## config.mk

```make
export PLATFORM = sky130hd
export DESIGN_NAME = packet_filter_inst_loader
export DESIGN_NICKNAME = d
export VERILOG_FILES = /design/src/rtl/packet_filter_inst_loader.sv
export SDC_FILE = /design/constraint.sdc
export NUM_CORES = 1
export LEC_CHECK = 0
export ABC_CLOCK_PERIOD_IN_PS = 2200
export CAP_MARGIN = 10
export CORE_ASPECT_RATIO = 2
export CORE_MARGIN = 2
export CORE_UTILIZATION = 45
export DETAILED_ROUTE_END_ITERATION = 12
export PLACE_DENSITY = 0.74
export RECOVER_POWER = 25
export SYNTH_ARGS = -nofsm -noshare
export SYNTH_HDL_FRONTEND = slang
export SYNTH_SLANG_ARGS = --single-unit
```

## constraint.sdc

```tcl
create_clock -name axi_aclk -period 2.2 [get_ports axi_aclk]
set_input_delay 0.22 -clock axi_aclk [delete_from_list [all_inputs] [get_ports axi_aclk]]
set_output_delay 0.22 -clock axi_aclk [all_outputs]
set_load 0.02 [all_outputs]
```

## src/rtl/packet_filter_inst_loader.sv

```systemverilog
// Assembles 64-bit BPF instructions from inst_low/inst_high strobes and writes them to instruction memory.
// Latency: high strobe to inst_wr_en is 1 cycle; write completion to next accepted high strobe is 1 cycle.
// Backpressure: inst_wr_en/addr/data hold until inst_wr_ready; strobes arriving while busy are dropped and flagged.
module packet_filter_inst_loader #(
  parameter int INST_ADDR_WIDTH = 10,
  parameter int DROP_CNT_WIDTH  = 16
) (
  input  logic                       axi_aclk,
  input  logic                       axi_aresetn,
  input  logic [31:0]                inst_low_value,
  input  logic                       inst_low_strobe,
  input  logic [31:0]                inst_high_value,
  input  logic                       inst_high_strobe,
  input  logic                       control_start,
  input  logic                       status_read_strobe,
  input  logic                       packet_dropped,
  output logic [DROP_CNT_WIDTH-1:0]  status_num_packets_dropped,
  output logic                       inst_wr_en,
  output logic [INST_ADDR_WIDTH-1:0] inst_wr_addr,
  output logic [63:0]                inst_wr_data,
  input  logic                       inst_wr_ready,
  output logic                       filter_enable,
  output logic [INST_ADDR_WIDTH:0]   inst_count,
  output logic                       load_error
);

  // Memory holds exactly 2**INST_ADDR_WIDTH entries; inst_count is one bit wider so "full" is representable.
  localparam logic [INST_ADDR_WIDTH:0]  INST_DEPTH = (INST_ADDR_WIDTH+1)'(1) << INST_ADDR_WIDTH;
  localparam logic [DROP_CNT_WIDTH-1:0] DROP_MAX   = {DROP_CNT_WIDTH{1'b1}};

  typedef enum logic [1:0] {
    ST_IDLE  = 2'd0,
    ST_WRITE = 2'd1,
    ST_RUN   = 2'd2
  } state_e;

  state_e                     state_q, state_d;
  logic [31:0]                low_reg_q, low_reg_d;
  logic                       low_valid_q, low_valid_d;
  logic [INST_ADDR_WIDTH-1:0] addr_q, addr_d;
  logic [63:0]                wr_data_q, wr_data_d;
  logic                       wr_en_q, wr_en_d;
  logic [INST_ADDR_WIDTH:0]   inst_count_q, inst_count_d;
  logic                       load_error_q, load_error_d;
  logic                       filter_enable_q, filter_enable_d;
  logic [DROP_CNT_WIDTH-1:0]  drop_cnt_q, drop_cnt_d;

  logic mem_full;
  logic high_accept;
  logic any_strobe;

  assign mem_full    = (inst_count_q == INST_DEPTH);
  // A high strobe only turns into a write when a low half is pending and there is room.
  assign high_accept = inst_high_strobe && low_valid_q && !mem_full;
  assign any_strobe  = inst_low_strobe || inst_high_strobe;

  // FSM state register.
  always_ff @(posedge axi_aclk or negedge axi_aresetn) begin
    if (!axi_aresetn) begin
      state_q <= ST_IDLE;
    end else begin
      state_q <= state_d;
    end
  end

  // FSM next-state: a high strobe in IDLE takes priority over starting the filter.
  always_comb begin
    state_d = state_q;
    case (state_q)
      ST_IDLE: begin
        if (inst_high_strobe) begin
          if (high_accept) begin
            state_d = ST_WRITE;
          end
        end else if (control_start) begin
          state_d = ST_RUN;
        end
      end
      ST_WRITE: begin
        if (inst_wr_ready) begin
          state_d = ST_IDLE;
        end
      end
      ST_RUN: begin
        if (!control_start) begin
          state_d = ST_IDLE;
        end
      end
      default: begin
        state_d = ST_IDLE;
      end
    endcase
  end

  // FSM outputs and loader datapath next values.
  always_comb begin
    low_reg_d       = low_reg_q;
    low_valid_d     = low_valid_q;
    addr_d          = addr_q;
    wr_data_d       = wr_data_q;
    wr_en_d         = wr_en_q;
    inst_count_d    = inst_count_q;
    load_error_d    = load_error_q;
    filter_enable_d = (state_q == ST_RUN);
    case (state_q)
      ST_IDLE: begin
        // The high strobe is judged against the low half held before this cycle.
        if (inst_high_strobe) begin
          low_valid_d = 1'b0;
          if (high_accept) begin
            wr_data_d = {inst_high_value, low_reg_q};
            wr_en_d   = 1'b1;
          end else begin
            load_error_d = 1'b1;
          end
        end
        // A concurrent low strobe then becomes the pending half of the next instruction.
        if (inst_low_strobe) begin
          low_reg_d   = inst_low_value;
          low_valid_d = 1'b1;
        end
      end
      ST_WRITE: begin
        if (any_strobe) begin
          load_error_d = 1'b1;
        end
        if (inst_wr_ready) begin
          addr_d       = addr_q + INST_ADDR_WIDTH'(1);
          inst_count_d = inst_count_q + (INST_ADDR_WIDTH+1)'(1);
          wr_en_d      = 1'b0;
        end
      end
      ST_RUN: begin
        if (any_strobe) begin
          load_error_d = 1'b1;
        end
        // Stopping the filter opens a fresh programming session; the clear wins over a same-cycle strobe.
        if (!control_start) begin
          addr_d       = '0;
          inst_count_d = '0;
          low_valid_d  = 1'b0;
          load_error_d = 1'b0;
        end
      end
      default: begin
        wr_en_d = 1'b0;
      end
    endcase
  end

  // Loader datapath registers; reset abandons any outstanding write.
  always_ff @(posedge axi_aclk or negedge axi_aresetn) begin
    if (!axi_aresetn) begin
      low_reg_q       <= '0;
      low_valid_q     <= 1'b0;
      addr_q          <= '0;
      wr_data_q       <= '0;
      wr_en_q         <= 1'b0;
      inst_count_q    <= '0;
      load_error_q    <= 1'b0;
      filter_enable_q <= 1'b0;
    end else begin
      low_reg_q       <= low_reg_d;
      low_valid_q     <= low_valid_d;
      addr_q          <= addr_d;
      wr_data_q       <= wr_data_d;
      wr_en_q         <= wr_en_d;
      inst_count_q    <= inst_count_d;
      load_error_q    <= load_error_d;
      filter_enable_q <= filter_enable_d;
    end
  end

  // Dropped-packet counter: saturating, cleared after a Status read, with a same-cycle drop counted as 1.
  always_comb begin
    drop_cnt_d = drop_cnt_q;
    if (status_read_strobe) begin
      drop_cnt_d = packet_dropped ? DROP_CNT_WIDTH'(1) : '0;
    end else if (packet_dropped && (drop_cnt_q != DROP_MAX)) begin
      drop_cnt_d = drop_cnt_q + DROP_CNT_WIDTH'(1);
    end
  end

  // Dropped-packet counter register.
  always_ff @(posedge axi_aclk or negedge axi_aresetn) begin
    if (!axi_aresetn) begin
      drop_cnt_q <= '0;
    end else begin
      drop_cnt_q <= drop_cnt_d;
    end
  end

  assign status_num_packets_dropped = drop_cnt_q;
  assign inst_wr_en                 = wr_en_q;
  assign inst_wr_addr               = addr_q;
  assign inst_wr_data               = wr_data_q;
  assign filter_enable              = filter_enable_q;
  assign inst_count                 = inst_count_q;
  assign load_error                 = load_error_q;

endmodule

```

# Yosys cells after proc, flatten, opt, wreduce, memory -nomap -nowiden
# Cells that the tools add are included.
# totals
regBits	139
in_bits	72
output_inout_bits	104
elab_cells	71
# classes
n_addsub	3
eq_ne	12
muxes	28
n_bitwise	1
n_reduce_logical	17
# op_table
cell	count
$mux 16	2
$mux 11	2
$pmux 11 s2	1
$mux 10	2
$pmux 10 s2	1
$add 16x1->16 const B	1
$ne 16x16->1 const B	1
$reduce_and 3->1	4
$add 11x1->11 const B	1
$eq 11x11->1 const B	1
$mux 1	11
$add 10x1->10 const B	1
$mux 2	5
$ne 2x2->1 const B	5
$ne 3x3->1 const B	3
$reduce_and 4->1	2
$pmux 1 s3	2
$pmux 2 s3	1
$reduce_bool 2->1	3
$logic_and 1x1->1	3
$reduce_bool 3->1	1
$eq 2x1->1 const B	1
$eq 2x2->1 const B	1
$logic_not 2->1	1
other kinds (5)	5

# Depth between registers and ports, before layout
# Gate-level depths: netlist of run 1.
# depth
depth_word	6
mapped_depth	9

# Least setup slack after synthesis of run 1
# Ideal clock, no wire load.
# synth_path
path_type	flip-flop to flip-flop
start	reg state_q[0]
end	reg inst_count_q[5] (netlist: inst_count[5])
setup_time_ns	0.078
t_arrival_ns	1.901
t_required_ns	2.122
slack_ns	0.221
path_stages_with_launch	9
path_buffers	2
cell_sequence	dfrtp_1 > inv_1 > ha_1 > buf_4 > nor2_2 > or4_4 > buf_6 > or3_1 > a21oi_1
# synth_between
elab_chain_len	3
# synth_rtl
item	line_no	rtl
start: declaration	37	state_e state_q, state_d;
start signal: assignment	62	state_q <= state_d;
$eq 2x2->1 *	n/a	
via filter_enable_d	45	logic filter_enable_q, filter_enable_d;
$ne 2x2->1 (no source line) or $reduce_bool 2->1 (tied branches)	n/a	
$reduce_and 3->1 (no source line)	n/a	
end signal: assignment	168	inst_count_q <= inst_count_d;
end: declaration	43	logic [INST_ADDR_WIDTH:0] inst_count_q, inst_count_d;
# Mark *: on every way through the listed nets, which the timed path passes. The rest lies on a longest branch.
# A chain may end at the register's enable or synchronous reset.

# Worst setup path in the final report of run 1
# layout_path
start	reg inst_count_q[3] (netlist: inst_count[3])
end	reg wr_data_q[44] (netlist: inst_wr_data[44])
# layout_between
elab_chain_len	4
# layout_rtl
item	line_no	rtl
$eq 11x11->1	52	assign mem_full = (inst_count_q == INST_DEPTH);
$logic_not 1->1	54	assign high_accept = inst_high_strobe && low_valid_q && !mem_full;
$logic_and 1x1->1	54	
$reduce_and 3->1 (no source line)	n/a	
end signal: assignment	166	wr_data_q <= wr_data_d;
end: declaration	41	logic [63:0] wr_data_q, wr_data_d;
# Every way passes these cells.

==> results.py, run 1 <==
metrics = {
    "clocking": {
        "cts_made_buffers": 17,
        "cts_tree": "built",
        "cts_sinks": 139,
        "post_cts_buffers": 0,
        "htree_levels": 4,
        "root_buffer": "clkbuf_16",
        "cts_buffer_depth": 2,
        "insertion_delay_ns": 0.41,
        "clk_pin_slew_ns": 0.07,
    },
    "cells_and_area": {
        "mostFrequentLayoutCell": "clkdlybuf4s50_1",
        "area_growth_pct": 41.40,
        "final_cell_mix": "174 x clkdlybuf4s50_1, 139 x dfrtp_1, 49 x mux2_4, 47 x mux2_2, 30 x nor2_1",
        "nets": 721,
        "drive_gt1_share_pct": 23.97,
        "num_antenna_cells": 0,
    },
    "sta": {
        "hold_viol": 0,
        "drv_slew": 68,
        "rsz0062_at_grt": "no",
        "fmax_mhz": 472.2,
        "post-route-period-util_pct": 96.26,
        "setup_viol": 0,
        "setup_tns_ns": 0,
        "clock_skew_ns": 0.01460,
        "max_slew_margin_pct": -5.952,
        "period_needed_ns": 2.118,
        "max_slew.worst_pin.slew_ns": 1.589,
    },
    "worst_setup_path": {
        "crit_arrival_ns": 2.41,
        "path_class": "flip-flop to flip-flop",
        "slowest_delay_ns": 0.48,
        "path_cells": "nor4_1 -> nand3_1 -> and4_4 -> buf_12 -> mux2_4",
        "critPathTopFamily": "simple AND/OR/NAND/NOR gates",
        "crit_required_ns": 2.50,
        "cp-end-kind": "flip-flop",
        "critPathLaunchType": "flip-flop",
        "slowest_stage": "nor4_1",
        "path_max_fanout": 56,
        "path_buf_inv": 1,
    },
    "synthesis": {
        "async_flop_share_pct": 100.0,
        "ys_types": 47,
        "yosys_most_used_dff": "dfrtp_1",
        "yosysTopAreaCell": "dfrtp_1",
        "netlist_top_cells_area": "dfrtp_1 57%, mux2_4 12%, mux2_2 8.7%, xor2_1 2.6%, nor2_1 1.8%",
        "ys_seq_area_share_pct": 56.92,
        "ys_ff_latch": 139,
        "yosysWarnings": 0,
        "synth_top_area_share_pct": 56.92,
        "synth.net_count": 527,
        "syn_inst": 448,
        "synth_edf_count": 0,
        "syn-cell-area_mm2": 0.006111,
        "synth_area_per_cell_um2": 13.64,
    },
    "place": {
        "dp_hpwl_mm": 10.59,
        "portBuffers": 175,
        "gp_congestion": 0.8514,
    },
    "pwr": {
        "p_total_uw": 11890,
        "p_leak_uw": 0.003687,
        "p_per_area_mw_per_mm2": 1376,
        "peakVddDrop_v": 0.0008927,
    },
    "floorplan": {
        "initial_core_util_pct": 45.73,
        "die_x_um": 86.40,
        "row_count": 60,
        "dieArea_mm2": 0.01458,
        "die_h_um": 168.8,
        "fp.coreArea_mm2": 0.01336,
        "ios": 176,
    },
    "detailed_routing": {
        "final_antenna_net_count": 0,
        "drtIter0Drc": 226,
        "avgRoutedWirePerCell_um": 18.31,
        "drc": 0,
        "viasPerCell": 5.272,
        "firstDrtPassIters": 4,
        "vias": 4270,
        "drt_wl_total_mm": 14.83,
    },
    "grt": {
        "grt_util_all_layers_pct": 20.67,
        "grt_max_degree": 70,
        "grt_pass1_wl_mm": 23.54,
        "grt_pass1_vias": 4585,
        "antenna_found_initial": 0,
        "grt-ovfl-total": 0,
    },
    "outcome": {
        "violations": "capacitance limit, slew limit",
        "outcome": "complete, but fails checks",
    },
    "flow_run": {
        "maxCapViolations": 1,
    },
    "hold_path": {
        "hold_class": "input port to flip-flop",
    },
}
-- final cells by class --
cell class,count,area [µm²]
multi-input combinational,280,2430
timing repair buffer,194,1938
inverter,10,37.54
tap,155,193.9
clock inverter,14,123.9
sequential,139,3478
clock buffer,18,439.2
fill,1019,4722
-- cell usage after synthesis, types with 6 or more instances --
| cell type | count |
|---|---|
| xor2_1 | 18 |
| dfrtp_1 | 139 |
| mux2_4 | 49 |
| clkbuf_1 | 6 |
| nand3_1 | 18 |
| nand2_1 | 18 |
| nand4_1 | 10 |
| o21ai_0 | 10 |
| a21oi_1 | 10 |
| inv_1 | 10 |
| nor2_1 | 30 |
| ha_1 | 7 |
| mux2_2 | 47 |
-- per-layer routing --
layer	vias to the layer above	part of all wire [%]	global-route usage, %
met5	-	0	0
met3	27	5.0	5.119
met1	2140	38	23.28
li1	1963	-	-
met2	140	54	36.96
met4	0	2.6	7.677
-- worst paths after layout --
check / start / endpoint / slack [ns] / cells after the start
max reg2reg: inst_count[3]$_DFFE_PN0P_ / inst_wr_data[44]$_DFFE_PN0P_ / 0.08 / 5
min: inst_high_value[2] / inst_wr_data[34]$_DFFE_PN0P_ / 0.42 / 2
max: inst_count[3]$_DFFE_PN0P_ / inst_wr_data[44]$_DFFE_PN0P_ / 0.08 / 5
max in group asynchronous: axi_aresetn / inst_wr_data[31]$_DFFE_PN0P_ / 0.46 / 3
min reg2reg: low_reg_q[19]$_DFFE_PN0P_ / inst_wr_data[19]$_DFFE_PN0P_ / 0.50 / 1
min in group asynchronous: axi_aresetn / status_num_packets_dropped[3]$_DFFE_PN0P_ / 0.74 / 2
-- what timing repair did --
item	in CTS	in global routing
gates resized for setup	0	2
hold buffers	1	0
endpoints found under the hold margin	65	0
endpoints found under the setup margin	0	63
-- per-stage QoR --
step                      std cells  util (%)  cell area [µm²]  setup slack [ns]  hold slack, ns
after global placement          777     60.35             8064            0.1487          0.2554
after global routing            810     64.66             8641          0.008663          0.4017
after floorplan                 448         -             6111            0.2211        -0.07559
final                           810     64.66             8641           0.08238          0.4151
after detailed placement        777     60.35             8064            0.1181          0.2662
after CTS                       810     64.63             8637           0.09231          0.3967
-- where the power goes --
part | internal [µW] | switching, µW
Sequential | 3580 | 623
Clock | 1520 | 1180
Combinational | 2760 | 2230
-- flip-flops by register name, summed over array words and instances (netlist names) --
name                        flops
inst_count                     11
low_valid_q                     1
inst_wr_data                   64
load_error                      1
filter_enable                   1
inst_wr_addr                   10
inst_wr_en                      1
status_num_packets_dropped     16
state_q                         2
low_reg_q                      32
-- cell families after synthesis --
| logic type | Yosys count | share of synthesized area (%) |
|---|---|---|
| buffers and inverters | 29 | 3.542 |
| and+or+nand+nor | 120 | 10.63 |
| adders and majority gates | 7 | 1.433 |
| xor gates and xnor gates | 22 | 3.153 |
| DFF | 139 | 56.92 |
| AOI/OAI and AO/OA | 32 | 3.133 |
| muxes | 99 | 21.19 |
Note: power is estimated with default switching activity, not from simulation.
==> inputs of run 2 (changes only) <==
Settings changed: CTS_BUF_LIST set to sky130_fd_sc_hd__clkbuf_2.
==> run 2 against run 1 <==
The run still ends with capacitance limit, slew limit left. Clock-buffer cell count fell by 1. Critical path depth is 1 higher. First-iteration DRC count down 21%. Sequential share of layout area is 1.6 points higher. Critical path type unchanged. Highest routed layer unchanged.
==> results.py, run 2 (synthesis gave the netlist of run 1 again) <==
metrics = {
    "worst_setup_path": {
        "path_class": "flip-flop to flip-flop",
        "slowest_delay_ns": 0.58,
        "path_cells": "inv_1 -> ha_1 -> and2_4 -> or4_4 -> or3_1 -> a21oi_1",
        "slowest_stage": "or4_4",
        "critPathLaunchType": "flip-flop",
        "crit_required_ns": 2.78,
        "r2r_cells": 6,
        "path_buf_inv": 1,
        "r2r_setup_slack_ns": 0.1,
        "critPathTopFamily": "simple AND/OR/NAND/NOR gates",
        "cp-end-kind": "flip-flop",
        "worstReg2RegStart": "state_q[0]$_DFFE_PN0P_",
        "r2r-end": "inst_count[6]$_DFFE_PN0P_",
        "path_max_fanout": 9,
        "crit_arrival_ns": 2.68,
    },
    "sta": {
        "fin_ws_ns": 0.09854,
        "rsz0062_at_grt": "no",
        "max_slew_margin_pct": -16.55,
        "clock_skew_ns": 0.05054,
        "setup_viol": 0,
        "fmax_mhz": 475.9,
        "hold_viol": 0,
        "post-route-period-util_pct": 95.52,
        "max_slew.worst_pin.slew_ns": 1.748,
        "setup_tns_ns": 0,
        "drv_slew": 68,
        "period_needed_ns": 2.101,
        "whs_ns": 0.1431,
    },
    "outcome": {
        "outcome": "complete, but fails checks",
        "violations": "capacitance limit, slew limit",
    },
    "cells_and_area": {
        "final_cell_area_mm2": 0.008307,
        "mostFrequentLayoutCell": "clkdlybuf4s50_1",
        "drive_gt1_share_pct": 24.27,
        "largest_reg_flops": 64,
        "area_growth_pct": 35.93,
        "nFillCells": 1055,
        "final_cell_mix": "173 x clkdlybuf4s50_1, 138 x dfrtp_1, 49 x mux2_4, 47 x mux2_2, 30 x nor2_1",
        "nets": 721,
    },
    "pwr": {
        "p_leak_uw": 0.003565,
        "swShare_pct": 36.62,
        "p_per_area_mw_per_mm2": 1266,
        "power.net_switching_uw": 3850,
        "pwr-share-clk_pct": 12.9,
        "p_int_uw": 6664,
        "peakVddDrop_v": 0.0008502,
        "pwr-share-seq_pct": 39.7,
        "combPwrFrac_pct": 47.4,
    },
    "clocking": {
        "clk_pin_slew_ns": 0.25,
        "cts_made_buffers": 17,
        "htree_levels": 4,
        "post_cts_buffers": 0,
        "root_buffer": "clkbuf_2",
        "cts_buffer_depth": 2,
        "cts_tree": "built",
        "cts_sinks": 139,
        "insertion_delay_ns": 0.67,
    },
    "grt": {
        "grt_max_degree": 70,
        "grt_util_all_layers_pct": 20.17,
        "grt_pass1_wl_mm": 23.06,
        "grt-ovfl-total": 0,
        "antenna_found_initial": 1,
        "grt_pass1_vias": 4543,
    },
    "hold_path": {
        "min_from": "inst_high_value[2]",
        "min_to": "inst_wr_data[34]$_DFFE_PN0P_",
        "hold_class": "input port to flip-flop",
        "min_delay_path_depth": 2,
    },
    "flow_run": {
        "maxCapViolations": 1,
    },
    "detailed_routing": {
        "drt_wl_total_mm": 14.53,
        "vias": 4258,
        "viasPerCell": 5.250,
        "firstDrtPassIters": 4,
        "drtIter0Drc": 178,
        "drc": 0,
        "avgRoutedWirePerCell_um": 17.91,
        "final_antenna_net_count": 0,
    },
    "floorplan": {
        "initial_core_util_pct": 45.73,
        "fp.coreArea_mm2": 0.01336,
        "row_count": 60,
        "dieArea_mm2": 0.01458,
        "die_x_um": 86.40,
        "die_h_um": 168.8,
        "ios": 176,
    },
    "place": {
        "dp_hpwl_mm": 10.59,
        "dp_slack_ns": 0.1181,
        "gp_congestion": 0.8514,
        "portBuffers": 175,
        "postPlaceCellArea_mm2": 0.008064,
    },
}
## run 2: final cells by class
class	instances	area (µm²)	share of cell area, %
flip-flops and latches	139	3480	41.89
diodes	1	2.502	0.03013
repair buffers	194	1944	23.41
inverters	10	37.54	0.4519
multi-input cells	280	2436	29.33
clock buffers	17	85.08	1.024
well taps	155	193.9	2.335
clock inverters	15	127.6	1.536
## run 2: worst register-to-register path, delay by kind of cell (launching register included)
kind | cells | cell delay (ns)
buffers and inverters | 1 | 0.09
adders and majority gates | 1 | 0.27
and+or+nand+nor | 3 | 1.13
AOI/OAI and AO/OA | 1 | 0.14
DFF | 1 | 0.42
## run 2: through the flow
stage               total power, µW  util, %  cells
CTS                           10630    62.01    810
global placement               9038    60.35    777
floorplan                      7083        -    448
global route                  11100    62.16    811
detailed placement             9233    60.35    777
finish                        10510    62.16    811
## run 2: routing by layer
metal	global-route usage, %	up-vias	wire length, µm
met4	7.745	0	384
met2	36.82	128	8067
met3	4.973	26	680
met5	0	-	0
li1	-	1963	-
met1	21.87	2141	5393
## run 2: worst max path at each step
stage,end,slack [ns],cells after the start,start
floorplan,inst_count[5]$_DFFE_PN0P_,0.22,8,state_q[0]$_DFFE_PN0P_
global placement,inst_count[7]$_DFFE_PN0P_,0.15,5,control_start
detailed placement,inst_count[7]$_DFFE_PN0P_,0.12,5,control_start
CTS,inst_count[4],0.05,2,inst_count[4]$_DFFE_PN0P_
global route,inst_count[6],0.007,1,inst_count[6]$_DFFE_PN0P_
finish,inst_count[6]$_DFFE_PN0P_,0.1,6,state_q[0]$_DFFE_PN0P_
## run 2: repair_timing
item / CTS / global route
endpoints found under the hold margin: 133 / 0
hold buffers: 1 / 0
gates resized for setup: 0 / 5
endpoints found under the setup margin: 0 / 58
## run 2: power groups by stage
stage | clock network, µW | registers [µW] | logic [µW]
global placement | 0 | 4160 | 4880
floorplan | 0 | 4970 | 2120
detailed placement | 0 | 4240 | 4990
global route | 1540 | 4310 | 5250
finish | 1360 | 4170 | 4980
CTS | 1430 | 4180 | 5030
